[config.mk]
export PLATFORM = sky130hd
export DESIGN_NAME = screen_sequencer
export DESIGN_NICKNAME = d
export VERILOG_FILES = /design/src/rtl/screen_sequencer_pkg.sv /design/src/rtl/screen_sequencer_frame_tick_gen.sv /design/src/rtl/screen_sequencer.sv
export SDC_FILE = /design/constraint.sdc
export NUM_CORES = 1
export LEC_CHECK = 0
export BUFFER_PORTS_ARGS = -buffer_cell sky130_fd_sc_hd__buf_2
export CAP_MARGIN = 20
export CORE_MARGIN = 3
export CORE_UTILIZATION = 39
export DETAILED_ROUTE_END_ITERATION = 6
export PLACE_DENSITY_LB_ADDON = 0.12
export SLEW_MARGIN = 20
export SYNTH_ARGS = -nofsm -noshare
export SYNTH_HDL_FRONTEND = slang
export SYNTH_HIERARCHICAL = 1
export SYNTH_SLANG_ARGS = --single-unit
[constraint.sdc]
create_clock -name vga_clk -period 2.2 [get_ports vga_clk]
set_clock_uncertainty 0.2 [all_clocks]
set_input_delay 0.11 -clock vga_clk [delete_from_list [all_inputs] [get_ports vga_clk]]
set_output_delay 0.11 -clock vga_clk [all_outputs]
set_load 0.01 [all_outputs]
[src/rtl/screen_sequencer_pkg.sv]
// Shared definitions for the screen sequencer: page codes, RGB565 field ranges
// and the active-area size. Also holds the dimming helper used in the pause page.
package screen_sequencer_pkg;

    typedef enum logic [1:0] {
        PG_START = 2'd0,
        PG_PLAY  = 2'd1,
        PG_END   = 2'd2,
        PG_PAUSE = 2'd3
    } page_t;

    localparam int R_HI = 15;
    localparam int R_LO = 11;
    localparam int G_HI = 10;
    localparam int G_LO = 5;
    localparam int B_HI = 4;
    localparam int B_LO = 0;

    localparam int H_VALID = 640;
    localparam int V_VALID = 480;

    // Halve each colour field independently so no bits bleed between fields.
    function automatic logic [15:0] rgb565_dim(input logic [15:0] p);
        return {1'b0, p[R_HI:R_LO+1], 1'b0, p[G_HI:G_LO+1], 1'b0, p[B_HI:B_LO+1]};
    endfunction

endpackage

[src/rtl/screen_sequencer_frame_tick_gen.sv]
// Frame-start detector: one-cycle strobe when the scan coordinates arrive at {0,0}.
// Shared with the game update clock generator.
module frame_tick_gen (
    input  logic       clk,
    input  logic       reset,
    input  logic [9:0] pix_x,
    input  logic [9:0] pix_y,
    output logic       frame_tick
);

    logic at_origin;
    logic at_origin_d;

    assign at_origin = (pix_x == 10'd0) && (pix_y == 10'd0);

    always_ff @(posedge clk) begin
        if (reset) begin
            at_origin_d <= 1'b0;
        end else begin
            at_origin_d <= at_origin;
        end
    end

    assign frame_tick = at_origin && !at_origin_d;

endmodule

[src/rtl/screen_sequencer.sv]
// START -> PLAY -> END page sequencer feeding vga_ctrl; page switches land on frame ticks.
// Optional pause page (code 3, dimmed game render) is enabled by defining SCREEN_PAUSE_EN.
module screen_sequencer
    import screen_sequencer_pkg::*;
#(
    parameter int SCORE_W    = 8,
    parameter int END_FRAMES = 120,
    parameter int FCNT_W     = 8
) (
    input  logic               vga_clk,
    input  logic               reset,
`ifdef SCREEN_PAUSE_EN
    input  logic               pause_key,
`endif
    input  logic [9:0]         pix_x,
    input  logic [9:0]         pix_y,
    input  logic               key_any,
    input  logic               game_over,
    input  logic [SCORE_W-1:0] score_in,
    input  logic [15:0]        start_pix,
    input  logic [15:0]        game_pix,
    input  logic [15:0]        end_pix,
    output logic [15:0]        pix_data,
    output logic               game_run,
    output logic               game_rst,
    output logic [SCORE_W-1:0] score_hold,
    output logic [1:0]         page
);

    localparam logic [FCNT_W-1:0] END_CNT = FCNT_W'(END_FRAMES);

    page_t             page_q;
    page_t             page_nxt;
    logic              frame_tick;
    logic              key_any_d;
    logic              key_pend;
    logic              over_pend;
    logic              enter_end;
    logic [FCNT_W-1:0] fcnt;
    logic [15:0]       pix_sel;

    frame_tick_gen u_frame_tick_gen (
        .clk        (vga_clk),
        .reset      (reset),
        .pix_x      (pix_x),
        .pix_y      (pix_y),
        .frame_tick (frame_tick)
    );

`ifdef SCREEN_PAUSE_EN
    logic pause_key_d;
    logic pause_pend;

    always_ff @(posedge vga_clk) begin
        if (reset) begin
            pause_key_d <= 1'b0;
            pause_pend  <= 1'b0;
        end else begin
            pause_key_d <= pause_key;
            pause_pend  <= (pause_key & ~pause_key_d) | (pause_pend & ~frame_tick);
        end
    end
`endif

    always_comb begin
        page_nxt  = page_q;
        game_rst  = 1'b0;
        enter_end = 1'b0;
        case (page_q)
            PG_START: begin
                if (frame_tick && key_pend) begin
                    page_nxt = PG_PLAY;
                    game_rst = !reset;
                end
            end
            PG_PLAY: begin
                // Game over outranks both a pending key and a pending pause.
                if (frame_tick && over_pend) begin
                    page_nxt  = PG_END;
                    enter_end = 1'b1;
`ifdef SCREEN_PAUSE_EN
                end else if (frame_tick && pause_pend) begin
                    page_nxt = PG_PAUSE;
`endif
                end
            end
            PG_END: begin
                if (frame_tick && key_pend && (fcnt >= END_CNT)) begin
                    page_nxt = PG_START;
                end
            end
`ifdef SCREEN_PAUSE_EN
            PG_PAUSE: begin
                if (frame_tick && pause_pend) begin
                    page_nxt = PG_PLAY;
                end
            end
`endif
            default: page_nxt = PG_START;
        endcase
    end

    always_comb begin
        pix_sel = 16'h0000;
        case (page_q)
            PG_START: pix_sel = start_pix;
            PG_PLAY:  pix_sel = game_pix;
            PG_END:   pix_sel = end_pix;
`ifdef SCREEN_PAUSE_EN
            PG_PAUSE: pix_sel = rgb565_dim(game_pix);
`endif
            default:  pix_sel = 16'h0000;
        endcase
    end

    always_ff @(posedge vga_clk) begin
        if (reset) begin
            page_q     <= PG_START;
            key_any_d  <= 1'b0;
            key_pend   <= 1'b0;
            over_pend  <= 1'b0;
            fcnt       <= '0;
            score_hold <= '0;
            game_run   <= 1'b0;
            pix_data   <= 16'h0000;
        end else begin
            page_q    <= page_nxt;
            key_any_d <= key_any;
            // A set arriving on the tick cycle survives to the following tick.
            key_pend  <= (key_any & ~key_any_d) | (key_pend & ~frame_tick);
            over_pend <= game_over | (over_pend & ~frame_tick);
            if (enter_end) begin
                score_hold <= score_in;
                fcnt       <= '0;
            end else if ((page_q == PG_END) && frame_tick && (fcnt != {FCNT_W{1'b1}})) begin
                fcnt <= fcnt + 1'b1;
            end
            game_run <= (page_nxt == PG_PLAY);
            pix_data <= pix_sel;
        end
    end

    assign page = page_q;

endmodule

==> metrics.csv, run 1 <==
stage;metric;value;unit
status;status;completed;
hold_path;min-delay-start;start_pix[8];
detailed_routing;drt_wl_total;5083;um
clock_tree;clock_latency;280;ps
global_route;grt_usage;18.14;%
worst_setup_path;path_class;primary input to flip-flop;
worst_setup_path;cp-start-kind;primary input;
yosys;ys_seq_area_share;43.09;%
power_and_ir_drop;p_per_area;539.9;nW/um2
worst_setup_path;cp_slowest_cell;dlygate4sd3_1;
die;start_util;41.04;%
worst_setup_path;arrival;1990;ps
timing;setup_ws;240.4;ps
clock_tree;cts_sinks;39;
global_route;gr-max-usage-layer;met2;
hold_path;worstHoldPathType;primary input to flip-flop;
final_layout;drive_gt1_share;38.90;%
die;io_pins;108;
global_route;antenna_found_initial;0;
worst_setup_path;critical_path.max_stage_delay;580;ps
global_route;grtUsageMet3;7.027;%
timing;finalCritPeriodShare;89.07;%
worst_setup_path;path_max_fanout;2;
global_route;grtUsageMet2;32.28;%
detailed_routing;final_antenna_net_count;0;
timing;hold_viol;0;
timing;slew_violations;0;
final_layout;multiInputGateArea;940.9;um2
placed_design;finalWeightedCongestion;0.8557;
die;die_h;74.16;um
clock_tree;ctsResizeCount;0;
hold_path;min_path_cells;4;
worst_setup_path;required;2230;ps
worst_setup_path;crit_chain;buf_2 > or4_4 > dlygate4sd3_1 > nor3_1 > dlygate4sd3_1;
detailed_routing;vias;1995;
power_and_ir_drop;vdd_drop_max;0.0003718;V
clock_tree;cts_buffers;5;
global_route;first_global_vias;1801;
yosys;ys_ff_latch;39;
final_layout;register_area;780.7;um2
yosys;ys_warn_count;6;
clock_tree;htree_num_levels;2;
die;placementRows;24;
worst_setup_path;r2r_cells;4;
clock_tree;post_cts_buffers;0;
final_layout;final_nets;428;
final_layout;n_antenna_cell;0;
worst_setup_path;r2r-end;fcnt[0]$_SDFFE_PP0P_;
clock_tree;cts_tree;done;
timing;worstMarginPinSlew;649.2;ps
die;core;4414;um2
worst_setup_path;r2r_start;fcnt[0]$_SDFFE_PP0P_;
yosys;yosysUniqueCellTypes;34;
die;die_w;74.16;um
die;die_area;5499;um2
global_route;grt_use_met1;20.17;%
clock_tree;root_buffer;clkbuf_8;
clock_tree;cts_hold_buf;28;
clock_tree;clkTransAtPathRegs;70;ps
yosys;postSynthCellCount;210;
yosys;synth_area;1812;um2
detailed_routing;routed_via_density;5.000;
yosys;synth.avg_cell_area;8.627;um2
placed_design;dp_slack;175.6;ps
worst_setup_path;cp-end-kind;flip-flop;
clock_tree;cts_buffer_depth;2;
detailed_routing;drc;0;
timing;slew_headroom;56.72;%
worst_setup_path;crit_top_cell;dlygate4sd3_1;
detailed_routing;dr.pass1.iters;4;
global_route;grt_pass1_wl;7824;um
global_route;grt_max_degree;37;
final_layout;area_growth;53.52;%
yosys;synth_fp_nets;292;
placed_design;hpwl;3431;um
worst_setup_path;r2r_slack;470;ps
placed_design;io_buffer_count;107;
timing;fmax;0.5103;GHz
timing;min_period;1960;ps
timing;finalSetupViolCount;0;
hold_path;worst_hold_path.endpoint;pix_data[8]$_SDFF_PP0_;
detailed_routing;wl_per_cell;12.74;um
timing;fin_tns_setup;0;ps
global_route;gr-total-overflow;0;
final_layout;fillCellCount;390;
timing;rsz0062_at_grt;false;
detailed_routing;drt_iter0_drc;75;
run;drv_cap;0;
power_and_ir_drop;p_leak;0.001253;uW
## state kept, by name, summed over array words and instances (netlist names)
signal,flops
over_pend,1
page,2
pix_data,16
key_pend,1
u_frame_tick_gen/at_origin_d,1
score_hold,8
key_any_d,1
fcnt,8
game_run,1
## metal layers
layer  vias to the layer above  part of all wire (%)  routed length [um]
met4                         0                  0.83                  42
li1                       1015                     -                   -
met2                        62                    52                2638
met3                         5                   7.0                 356
met5                         -                     0                   0
met1                       913                    40                2044
## cells by family after synthesis
kind of cell / share of synthesized area, %
compound gates: 12.98
fa+ha+maj: 1.381
flops: 43.09
mux: 10.57
buf+inv: 4.973
simple gates: 27.00
## final cells by class
cell class	count	area share [%]
inverters	5	0.6748
well taps	52	2.339
repair buffers	143	31.49
flip-flops and latches	39	28.07
clock buffers	8	3.599
multi-input cells	152	33.83
## critical path, delay by kind of cell
kind                   cells  cell delay [ps]
buffers and inverters      3             1230
AND/OR/NAND/NOR            2              640
## synthesized netlist by cell type
cell,number,area (um2)
dfxtp_1,39,780.8
nand2_1,36,135.1
a21oi_1,29,145.1
mux2i_1,18,180.2
or2_2,10,62.56
nor4_1,8,50.05
a211oi_1,7,52.55
buf_2,6,30.03
clkbuf_1,6,22.52
or2_1,6,37.54
inv_1,5,18.77
nand3_1,5,25.02
nor3_1,5,25.02
and3_1,3,18.77
a31oi_1,2,12.51
a41oi_1,2,17.52
and4_1,2,17.52
ha_1,2,25.02
nand3b_1,2,15.01
nor2_1,2,7.510
nor2b_1,2,12.51
a22oi_1,1,7.510
and3b_1,1,8.760
and4_4,1,11.26
and4b_1,1,10.01
buf_4,1,7.510
buf_6,1,11.26
mux2_2,1,11.26
nand4_1,1,6.260
nand4b_1,1,8.760
nor4bb_1,1,10.01
or3_1,1,6.260
or4_4,1,11.26
or4b_1,1,10.01
## how the worst max path moves through the flow
stage | start | endpoint
after floorplan | pix_y[2] | fcnt[0]$_SDFFE_PP0P_
after global placement | pix_y[2] | fcnt[4]$_SDFFE_PP0P_
after detailed placement | pix_y[2] | fcnt[0]$_SDFFE_PP0P_
after CTS | pix_y[2] | u_frame_tick_gen/at_origin_d$_SDFF_PP0_
after global routing | pix_y[6] | game_rst
final | pix_y[2] | u_frame_tick_gen/at_origin_d$_SDFF_PP0_
## power by group
group,internal (uW),switching (uW)
Clock,286,233
Sequential,733,9.20
Combinational,145,96.1
Total,1160,338
## metrics by stage
stage               instance area [um2]  cells  power (uW)  util (%)  hold slack [ps]
global placement                   2401    363       958.7     54.39            119.5
floorplan                          1812    210       862.3         -           -13.61
detailed placement                 2401    363       961.4     54.39            126.6
finish                             2781    399        1502     63.01            22.73
global route                       2781    399        1576     63.01            31.39
CTS                                2781    399        1521     63.01            17.45
## layout by cell type (no fill, tap or decap), types with 6 or more instances in the layout
cell and n:
or2_1 6, buf_4 8, or2_2 10, mux2i_1 18, dfxtp_1 39, nor4_1 8
nand2_1 36, dlygate4sd3_1 28, a211oi_1 7, a21oi_1 29, clkbuf_8 7, buf_2 107
Note: power is estimated with default switching activity, not from simulation.
==> run 2: changes to the inputs <==
Settings changed: CORE_ASPECT_RATIO from default to 0.5, PLACE_DENSITY_LB_ADDON 0.12 to 0.2.
==> run 2 against run 1 <==
Net effect: critical path depth unchanged; maximum frequency up 0.23%; first-iteration DRC count down 29%; design area shrank 0.63%; setup slack better by 4.6 ps; worst hold slack worse by 16 ps; largest cell class unchanged; total power decreased by 2.6%; critical endpoint unchanged; die area rose by 0.91%; largest power group unchanged.
==> metrics.csv, run 2 (synthesized netlist as in run 1, its figures left out) <==
stage;metric;value;unit
die;core;4184;um2
final_layout;largest_reg_flops;16;
timing;slew_headroom;55.81;%
final_layout;fin_util;66.06;%
global_route;antenna_found_initial;0;
final_layout;final_common_cell;buf_2;
clock_tree;cts_tree;done;
global_route;grt_max_degree;37;
worst_setup_path;cp-end-kind;flip-flop;
power_and_ir_drop;p_leak;0.001235;uW
final_layout;fillCellCount;363;
detailed_routing;drt_wl_total;5274;um
clock_tree;cts_buffers;5;
timing;finalSetupViolCount;0;
run;drv_cap;0;
die;die_h;54.20;um
clock_tree;htree_num_levels;2;
clock_tree;cts_buffer_depth;2;
clock_tree;clock_latency;290;ps
hold_path;min_path_cells;4;
global_route;grt_usage;19.94;%
timing;worstMarginPinSlew;659.8;ps
placed_design;finalWeightedCongestion;0.7856;
clock_tree;ctsResizeCount;0;
power_and_ir_drop;p_per_area;529.0;nW/um2
hold_path;min-delay-start;start_pix[11];
final_layout;final_cell_mix;buf_2, dfxtp_1, nand2_1, a21oi_1, dlygate4sd3_1;
timing;min_period;1955;ps
timing;fmax;0.5115;GHz
global_route;grt_pass1_wl;8618;um
hold_path;worstHoldPathType;primary input to flip-flop;
global_route;first_global_vias;2038;
clock_tree;clkTransAtPathRegs;80;ps
final_layout;drive_gt1_share;39.02;%
worst_setup_path;r2r_start;page[1]$_SDFF_PP0_;
final_layout;area_growth;52.56;%
clock_tree;cts_sinks;39;
final_layout;final_area;2764;um2
die;die_area;5549;um2
worst_setup_path;r2r-end;fcnt[0]$_SDFFE_PP0P_;
timing;finalCritPeriodShare;88.87;%
clock_tree;root_buffer;clkbuf_8;
detailed_routing;wl_met3;319;um
worst_setup_path;arrival;1990;ps
placed_design;dp_slack;67.39;ps
final_layout;largestRegisters;pix_data (16), fcnt (8), score_hold (8);
detailed_routing;final_antenna_net_count;0;
detailed_routing;wl_per_cell;13.19;um
worst_setup_path;path_class;primary input to flip-flop;
die;placementRows;16;
detailed_routing;drt_iter0_drc;53;
die;die_w;102.4;um
worst_setup_path;cp-start-kind;primary input;
timing;fin_tns_setup;0;ps
die;io_pins;108;
timing;rsz0062_at_grt;false;
detailed_routing;vias;2011;
detailed_routing;drc;0;
worst_setup_path;r2r_slack;380;ps
placed_design;hpwl;3572;um
worst_setup_path;r2r_cells;4;
detailed_routing;dr.pass1.iters;4;
timing;slew_violations;0;
worst_setup_path;required;2240;ps
die;start_util;43.30;%
detailed_routing;wl_met2;2814;um
worst_setup_path;path_max_fanout;2;
final_layout;largest-register;pix_data;
global_route;gr-total-overflow;0;
timing;setup_ws;244.9;ps
detailed_routing;met1_length;2087;um
placed_design;io_buffer_count;107;
power_and_ir_drop;finalPower;1462;uW
timing;hold_viol;0;
status;status;completed;
detailed_routing;routed_via_density;5.028;
final_layout;final_nets;427;
hold_path;worst_hold_path.endpoint;pix_data[11]$_SDFF_PP0_;
power_and_ir_drop;vdd_drop_max;0.0002892;V
detailed_routing;top_layer;met4;
placed_design;placed_cell_area;2396;um2
final_layout;n_antenna_cell;0;
## run 2: routing by layer
layer  vias up  track usage (%)
li1       1016                -
met5         -                0
met2        49            39.14
met4         0            6.536
met1       937            20.54
met3         9            6.468
## run 2: repair_timing
| action | in CTS | in global routing |
|---|---|---|
| endpoints found under the hold margin | 28 | 0 |
| hold buffers | 28 | 0 |
| setup buffers | 0 | 0 |
## run 2: worst max-delay path by stage
| stage | start | to | slack, ps | cells after the start |
|---|---|---|---|---|
| CTS | pix_y[2] | game_rst | 240 | 7 |
| global placement | pix_y[2] | fcnt[0]$_SDFFE_PP0P_ | 160 | 6 |
| finish | pix_y[2] | u_frame_tick_gen/at_origin_d$_SDFF_PP0_ | 240 | 5 |
| floorplan | pix_y[2] | fcnt[0]$_SDFFE_PP0P_ | 40 | 5 |
| detailed placement | pix_y[2] | fcnt[0]$_SDFFE_PP0P_ | 70 | 6 |
| global route | pix_x[4] | game_rst | 70 | 8 |
## run 2: report_power, final
part           switching [uW]  internal [uW]  leakage (uW)  total [uW]
clock                     257            222     0.0000412         479
sequential               8.07            732      0.000320         740
combinational            97.8            145      0.000875         243
## run 2: per-stage QoR
step | instances | hold WS, ps
after global placement | 364 | 121.5
after CTS | 400 | 4.318
after detailed placement | 364 | 134.2
final | 400 | 7.006
after global routing | 400 | 19.42
after floorplan | 210 | -13.61
## run 2: final cells by class
class,count,area [um2],share of cell area (%)
clock buffer,6,72.57,2.626
clock inverter,2,12.51,0.4527
inverter,5,18.77,0.6790
multi-input combinational,152,943.4,34.13
sequential,39,780.7,28.25
tap,54,67.56,2.445
timing repair buffer,142,868.3,31.42
## run 2: critical path, cell delays in order
cell and delay (ps):
buf_2 90, or4_4 520, dlygate4sd3_1 570, nor3_1 130, dlygate4sd3_1 560
